## src/rtl/bcd_serial_subtractor.sv

```systemverilog
// Digit-serial packed-BCD subtractor: diff = a - b - bin, one digit per clock, LSD first.
// Define BCD_SUB_SIGN_MAG_EN to convert negative results to sign/magnitude (extra NEG pass).
module bcd_serial_subtractor #(
  parameter int DIGITS = 4
) (
  input  logic                  clk,
  input  logic                  rst,
  input  logic                  start,
  input  logic [4*DIGITS-1:0]   a,
  input  logic [4*DIGITS-1:0]   b,
  input  logic                  bin,
  output logic                  ready,
  output logic                  done,
  output logic [4*DIGITS-1:0]   diff,
  output logic                  bout,
  output logic                  invalid
);

  localparam int W     = 4 * DIGITS;
  localparam int IDX_W = (DIGITS > 1) ? $clog2(DIGITS) : 1;
  localparam logic [IDX_W-1:0] LAST_IDX = IDX_W'(DIGITS - 1);

  typedef enum logic [1:0] {
    S_IDLE,
    S_SUB,
`ifdef BCD_SUB_SIGN_MAG_EN
    S_NEG,
`endif
    S_DONE
  } state_e;

  state_e           state_q, state_d;
  logic [W-1:0]     a_q, a_d;
  logic [W-1:0]     b_q, b_d;
  logic [W-1:0]     diff_q, diff_d;
  logic [IDX_W-1:0] idx_q, idx_d;
  logic             borrow_q, borrow_d;
  logic             bout_q, bout_d;
  logic             invalid_q, invalid_d;

  logic [IDX_W+1:0] base;
  logic [3:0]       digit_a, digit_b;
  logic [4:0]       res;
  logic             last;

  // Returns {borrow_out, digit}; the raw 5-bit difference is negative exactly when bit 4 is set.
  function automatic logic [4:0] digit_sub(input logic [3:0] x, input logic [3:0] y,
                                           input logic borrow_in);
    logic [4:0] t;
    t = {1'b0, x} - {1'b0, y} - {4'b0, borrow_in};
    if (t[4]) digit_sub = {1'b1, t[3:0] + 4'd10};
    else      digit_sub = {1'b0, t[3:0]};
  endfunction

  always_comb begin
    // NOTE: combinational logic uses blocking '=' with every output defaulted first, so no latch is inferred.
    state_d   = state_q;
    a_d       = a_q;
    b_d       = b_q;
    diff_d    = diff_q;
    idx_d     = idx_q;
    borrow_d  = borrow_q;
    bout_d    = bout_q;
    invalid_d = invalid_q;
    base      = {idx_q, 2'b00};
    digit_a   = a_q[base +: 4];
    digit_b   = b_q[base +: 4];
    last      = (idx_q == LAST_IDX);
    res       = '0;

    case (state_q)
      S_IDLE: begin
        if (start) begin
          state_d   = S_SUB;
          a_d       = a;
          b_d       = b;
          borrow_d  = bin;
          idx_d     = '0;
          invalid_d = 1'b0;
          bout_d    = 1'b0;
        end
      end
      S_SUB: begin
        res              = digit_sub(digit_a, digit_b, borrow_q);
        diff_d[base +: 4] = res[3:0];
        borrow_d         = res[4];
        if (digit_a > 4'd9 || digit_b > 4'd9) invalid_d = 1'b1;
        if (last) begin
          bout_d = res[4];
          idx_d  = '0;
`ifdef BCD_SUB_SIGN_MAG_EN
          if (res[4]) begin
            state_d  = S_NEG;
            borrow_d = 1'b0;
          end else begin
            state_d = S_DONE;
          end
`else
          state_d = S_DONE;
`endif
        end else begin
          idx_d = idx_q + IDX_W'(1);
        end
      end
`ifdef BCD_SUB_SIGN_MAG_EN
      // Magnitude pass: 0 - diff with the same digit rule turns ten's complement into |result|.
      S_NEG: begin
        res              = digit_sub(4'd0, diff_q[base +: 4], borrow_q);
        diff_d[base +: 4] = res[3:0];
        borrow_d         = res[4];
        if (last) begin
          state_d = S_DONE;
          idx_d   = '0;
        end else begin
          idx_d = idx_q + IDX_W'(1);
        end
      end
`endif
      S_DONE:  state_d = S_IDLE;
      default: state_d = S_IDLE;
    endcase
  end

  always_ff @(posedge clk) begin
    // NOTE: every register, including the operand copies, is cleared so an abandoned operation leaves no trace.
    if (rst) begin
      state_q   <= S_IDLE;
      a_q       <= '0;
      b_q       <= '0;
      diff_q    <= '0;
      idx_q     <= '0;
      borrow_q  <= 1'b0;
      bout_q    <= 1'b0;
      invalid_q <= 1'b0;
    end else begin
      state_q   <= state_d;
      a_q       <= a_d;
      b_q       <= b_d;
      diff_q    <= diff_d;
      idx_q     <= idx_d;
      borrow_q  <= borrow_d;
      bout_q    <= bout_d;
      invalid_q <= invalid_d;
    end
  end

  assign ready   = (state_q == S_IDLE);
  assign done    = (state_q == S_DONE);
  assign diff    = diff_q;
  assign bout    = bout_q;
  assign invalid = invalid_q;

endmodule

```

## config.mk

```make
export PLATFORM = sky130hd
export DESIGN_NAME = bcd_serial_subtractor
export DESIGN_NICKNAME = d
export VERILOG_FILES = /design/src/rtl/bcd_serial_subtractor.sv
export SDC_FILE = /design/constraint.sdc
export NUM_CORES = 1
export LEC_CHECK = 0
export CORE_UTILIZATION = 54
export CTS_BUF_LIST = sky130_fd_sc_hd__clkbuf_4 sky130_fd_sc_hd__clkbuf_8 sky130_fd_sc_hd__clkbuf_16
export CTS_CLUSTER_SIZE = 20
export DETAILED_ROUTE_END_ITERATION = 12
export PLACE_DENSITY = 0.9
export SYNTH_ARGS = -nofsm -noshare
export SYNTH_HDL_FRONTEND = slang
export SYNTH_SLANG_ARGS = --single-unit
```

## constraint.sdc

```tcl
create_clock -name clk -period 6 [get_ports clk]
set_clock_uncertainty 0.15 [all_clocks]
set_input_delay 1.5 -clock clk [delete_from_list [all_inputs] [get_ports clk]]
set_output_delay 1.5 -clock clk [all_outputs]
set_load 0.005 [all_outputs]
```

==> summary.txt <==
Worst setup path
  • Setup slack on the worst flop-to-flop path: 1840 ps
  • Kind of launch point of the worst setup path: flip-flop
  • Capture point of the worst path: diff[15]
  • CP Data Required Time: 6010 ps
  • Setup Crit Path Kind: flip-flop to flip-flop
  • Worst r2r dst: diff[15]
  • Data arrival time of the critical path: 4170 ps
  • Critical Path Start: idx_q[0]
  • FF-to-FF path depth: 12
  • Kind of end point of the critical path: flip-flop
  • Worst flop-to-flop path startpoint: idx_q[0]
  • Worst-path fanout max: 19

Clocking
  • H-Tree Depth: 2
  • Total of cells resized after clock tree synthesis: 0
  • Number of sinks driven by the clock tree: 55
  • Reg clk slew, reported paths: 90 ps
  • CTS tree: built
  • Inserted Clock Buffers: 5
  • Post-CTS setup buffers: 0
  • Hold Buf Count CTS: 0
  • Root Buffer Master: sky130_fd_sc_hd__clkbuf_8
  • Clock latency of the later-clocked register in the worst-skew pair: 310 ps
  • Max Buffers Root-to-Sink: 2

Logic synthesis
  • Fraction of registers with async set or reset after synthesis: 0
  • Number of distinct library cells after synthesis: 34
  • Syn_nets: 351
  • Warnings, synthesis: 0
  • Number of synthesized flops with an enable pin: 0
  • Proportion of synthesized chip area in sequential cells: 0.429
  • #FFs+latches synth: 55
  • Mapped cell area: 2570 sq um
  • Number of instances in the synthesized netlist: 302
  • Post-synthesis area per instance: 8.50 sq um
  • Post-synth top flop: sky130_fd_sc_hd__dfxtp_1

STA
  • Max_slew headroom: 0.226
  • Setup TNS: 0 ps
  • Worst slew pin tran: 1160 ps
  • Hold_ws: 306 ps
  • Max Clk Rate: 0.240 GHz
  • Hold violation total from the final report: 0
  • Final period demand of the worst path: 4160 ps
  • Worst setup slack after layout: 1840 ps
  • Ratio of final minimum period to clock period: 0.694
  • Setup repair after global routing missed its margin: false
  • Total count of max-transition violations in the final report: 0
  • Final setup fails: 0

Global routing
  • Overflow left after global routing: 0
  • Number of antenna violations at the first check in global routing: 0
  • Wire length of the first global-routing pass: 9.29 mm
  • Via count of the first global-routing pass: 2,111
  • Total Routing Usage GR: 0.236
  • Pin count of the biggest net entering global routing: 59

Floorplan
  • Die Width: 71.0 um
  • DIE AREA: 5030 sq um
  • Top-level port count: 56
  • Cell Rows: 24
  • Placeable core area: 4470 sq um
  • Initial standard-cell utilization of the core: 0.574
  • Die outline height: 71.0 um

Placement
  • Dpl hpwl: 3.89 mm
  • Setup slack after placement: 1870 ps
  • Area of placed instances: 3100 sq um
  • Count of placed standard cells including taps: 391
  • Final GP Congestion: 0.771
  • Port Buffers: 55

Final layout
  • Relative area change from synthesis to final layout: 24.9%
  • Share of layout cells above drive strength 1: 0.0432
  • Design area: 3210 sq um
  • Final antenna diode count: 0
  • Final instance count without filler cells: 399
  • Nets: 395

Power and ir drop
  • Ratio of total power to cell area: 255 nW/um^2
  • Leakage dissipation: 1.21 nW
  • Largest voltage drop on the vdd net: 0.000157 V

Route
  • DRC violation count after routing: 4
  • Total length of routed wires: 5.36 mm
  • Wirelength per Cell: 13.4 um
  • Initial DRC Count: 73
  • Routed via count divided by cell count: 5.57
  • First-pass iteration count of the detailed router: 8
  • Detail Route Antenna Nets: 0
  • Count of vias placed by the detailed router: 2,221

Run status
  • Violations in the final reports: DRC
  • Status: complete, but fails checks

Min path
  • Type of the most critical hold path: flip-flop to flip-flop

Flow run
  • Max-capacitance violation count: 0
==> power by group <==
group	switching [mW]	internal, mW
Combinational	0.104	0.0948
Clock	0.111	0.110
Sequential	0.0139	0.383
Total	0.229	0.588
==> worst min-delay path by stage <==
stage | start | to | slack [ps] | cells after the start
2_1_floorplan | a_q[6] | a_q[6] | 280 | 2
3_3_place_gp | diff[11] | diff[11] | 290 | 2
3_5_place_dp | diff[5] | diff[5] | 300 | 2
4_1_cts | diff[13] | diff[13] | 310 | 2
5_1_grt | diff[13] | diff[13] | 330 | 2
6_report | diff[13] | diff[13] | 310 | 2
==> layout make-up <==
cell class                      count  area (sq um)
Inverter                           14          52.6
Clock buffer                        8           104
Timing Repair Buffer               55           546
Tap cell                           52          65.1
Fill cell                         354          1270
Multi-Input combinational cell    215          1340
Sequential cell                    55          1100
==> worst max-delay path, cell delays in order (launching register included) <==
cell and delay, ps:
sky130_fd_sc_hd__dfxtp_1 860, sky130_fd_sc_hd__mux4_2 590, sky130_fd_sc_hd__inv_1 100, sky130_fd_sc_hd__fa_1 200, sky130_fd_sc_hd__inv_1 70, sky130_fd_sc_hd__fa_1 490, sky130_fd_sc_hd__xnor2_1 180, sky130_fd_sc_hd__ha_1 230
sky130_fd_sc_hd__or3b_2 460, sky130_fd_sc_hd__o21ai_0 90, sky130_fd_sc_hd__a221oi_1 120, sky130_fd_sc_hd__xnor2_1 350, sky130_fd_sc_hd__o31ai_1 120
==> kinds of logic after synthesis <==
kind of cell / after synthesis / share of synthesized area
simple gates: 121 / 0.199
compound gates: 67 / 0.149
flops: 55 / 0.429
buf+inv: 32 / 0.0497
fa+ha+maj: 13 / 0.0692
mux: 9 / 0.0819
xor+xnor: 5 / 0.0224
==> stage by stage <==
| stage | util | power (mW) |
|---|---|---|
| after global placement | 0.694 | 0.592 |
| after floorplan | - | 0.538 |
| after detailed placement | 0.694 | 0.603 |
| after CTS | 0.717 | 0.820 |
| after global routing | 0.717 | 0.863 |
| final | 0.717 | 0.817 |
==> Yosys cell counts, types with 4 or more instances <==
library cell / instances / area share
sky130_fd_sc_hd__o31ai_1: 6 / 0.018
sky130_fd_sc_hd__a21oi_1: 42 / 0.082
sky130_fd_sc_hd__nand2b_1: 6 / 0.015
sky130_fd_sc_hd__nand3_1: 5 / 0.0097
sky130_fd_sc_hd__nand2_1: 88 / 0.13
sky130_fd_sc_hd__inv_1: 14 / 0.020
sky130_fd_sc_hd__ha_1: 11 / 0.054
sky130_fd_sc_hd__o21ai_0: 8 / 0.016
sky130_fd_sc_hd__clkbuf_1: 15 / 0.022
sky130_fd_sc_hd__xnor2_1: 4 / 0.014
sky130_fd_sc_hd__mux4_1: 5 / 0.051
sky130_fd_sc_hd__dfxtp_1: 55 / 0.43
sky130_fd_sc_hd__nor2_1: 12 / 0.018
==> registers in the layout, indices dropped and copies added, names as in the netlist <==
register,count
a_q,16
b_q,16
diff,16
idx_q,2
state_q,2
borrow_q,1
bout,1
invalid,1
==> layout by cell type, fill, tap and decap left out, types with 7 or more instances in the layout <==
cell and count:
sky130_fd_sc_hd__clkbuf_8 7, sky130_fd_sc_hd__ha_1 11, sky130_fd_sc_hd__a21oi_1 42, sky130_fd_sc_hd__dfxtp_1 55, sky130_fd_sc_hd__clkdlybuf4s50_1 54, sky130_fd_sc_hd__nand2_1 88, sky130_fd_sc_hd__o21ai_0 8, sky130_fd_sc_hd__nor2_1 12
sky130_fd_sc_hd__inv_1 14
==> per-layer routing <==
| layer | part of all wire | vias to the layer above | wire (um) | GRT usage |
|---|---|---|---|---|
| met4 | 0.031 | 0 | 165 | 0.0978 |
| met3 | 0.044 | 16 | 238 | 0.0641 |
| met1 | 0.43 | 1017 | 2300 | 0.284 |
| li1 | - | 1111 | - | - |
| met5 | 0 | - | 0 | 0 |
| met2 | 0.49 | 77 | 2650 | 0.402 |
Note: power is estimated with default switching activity, not from simulation.
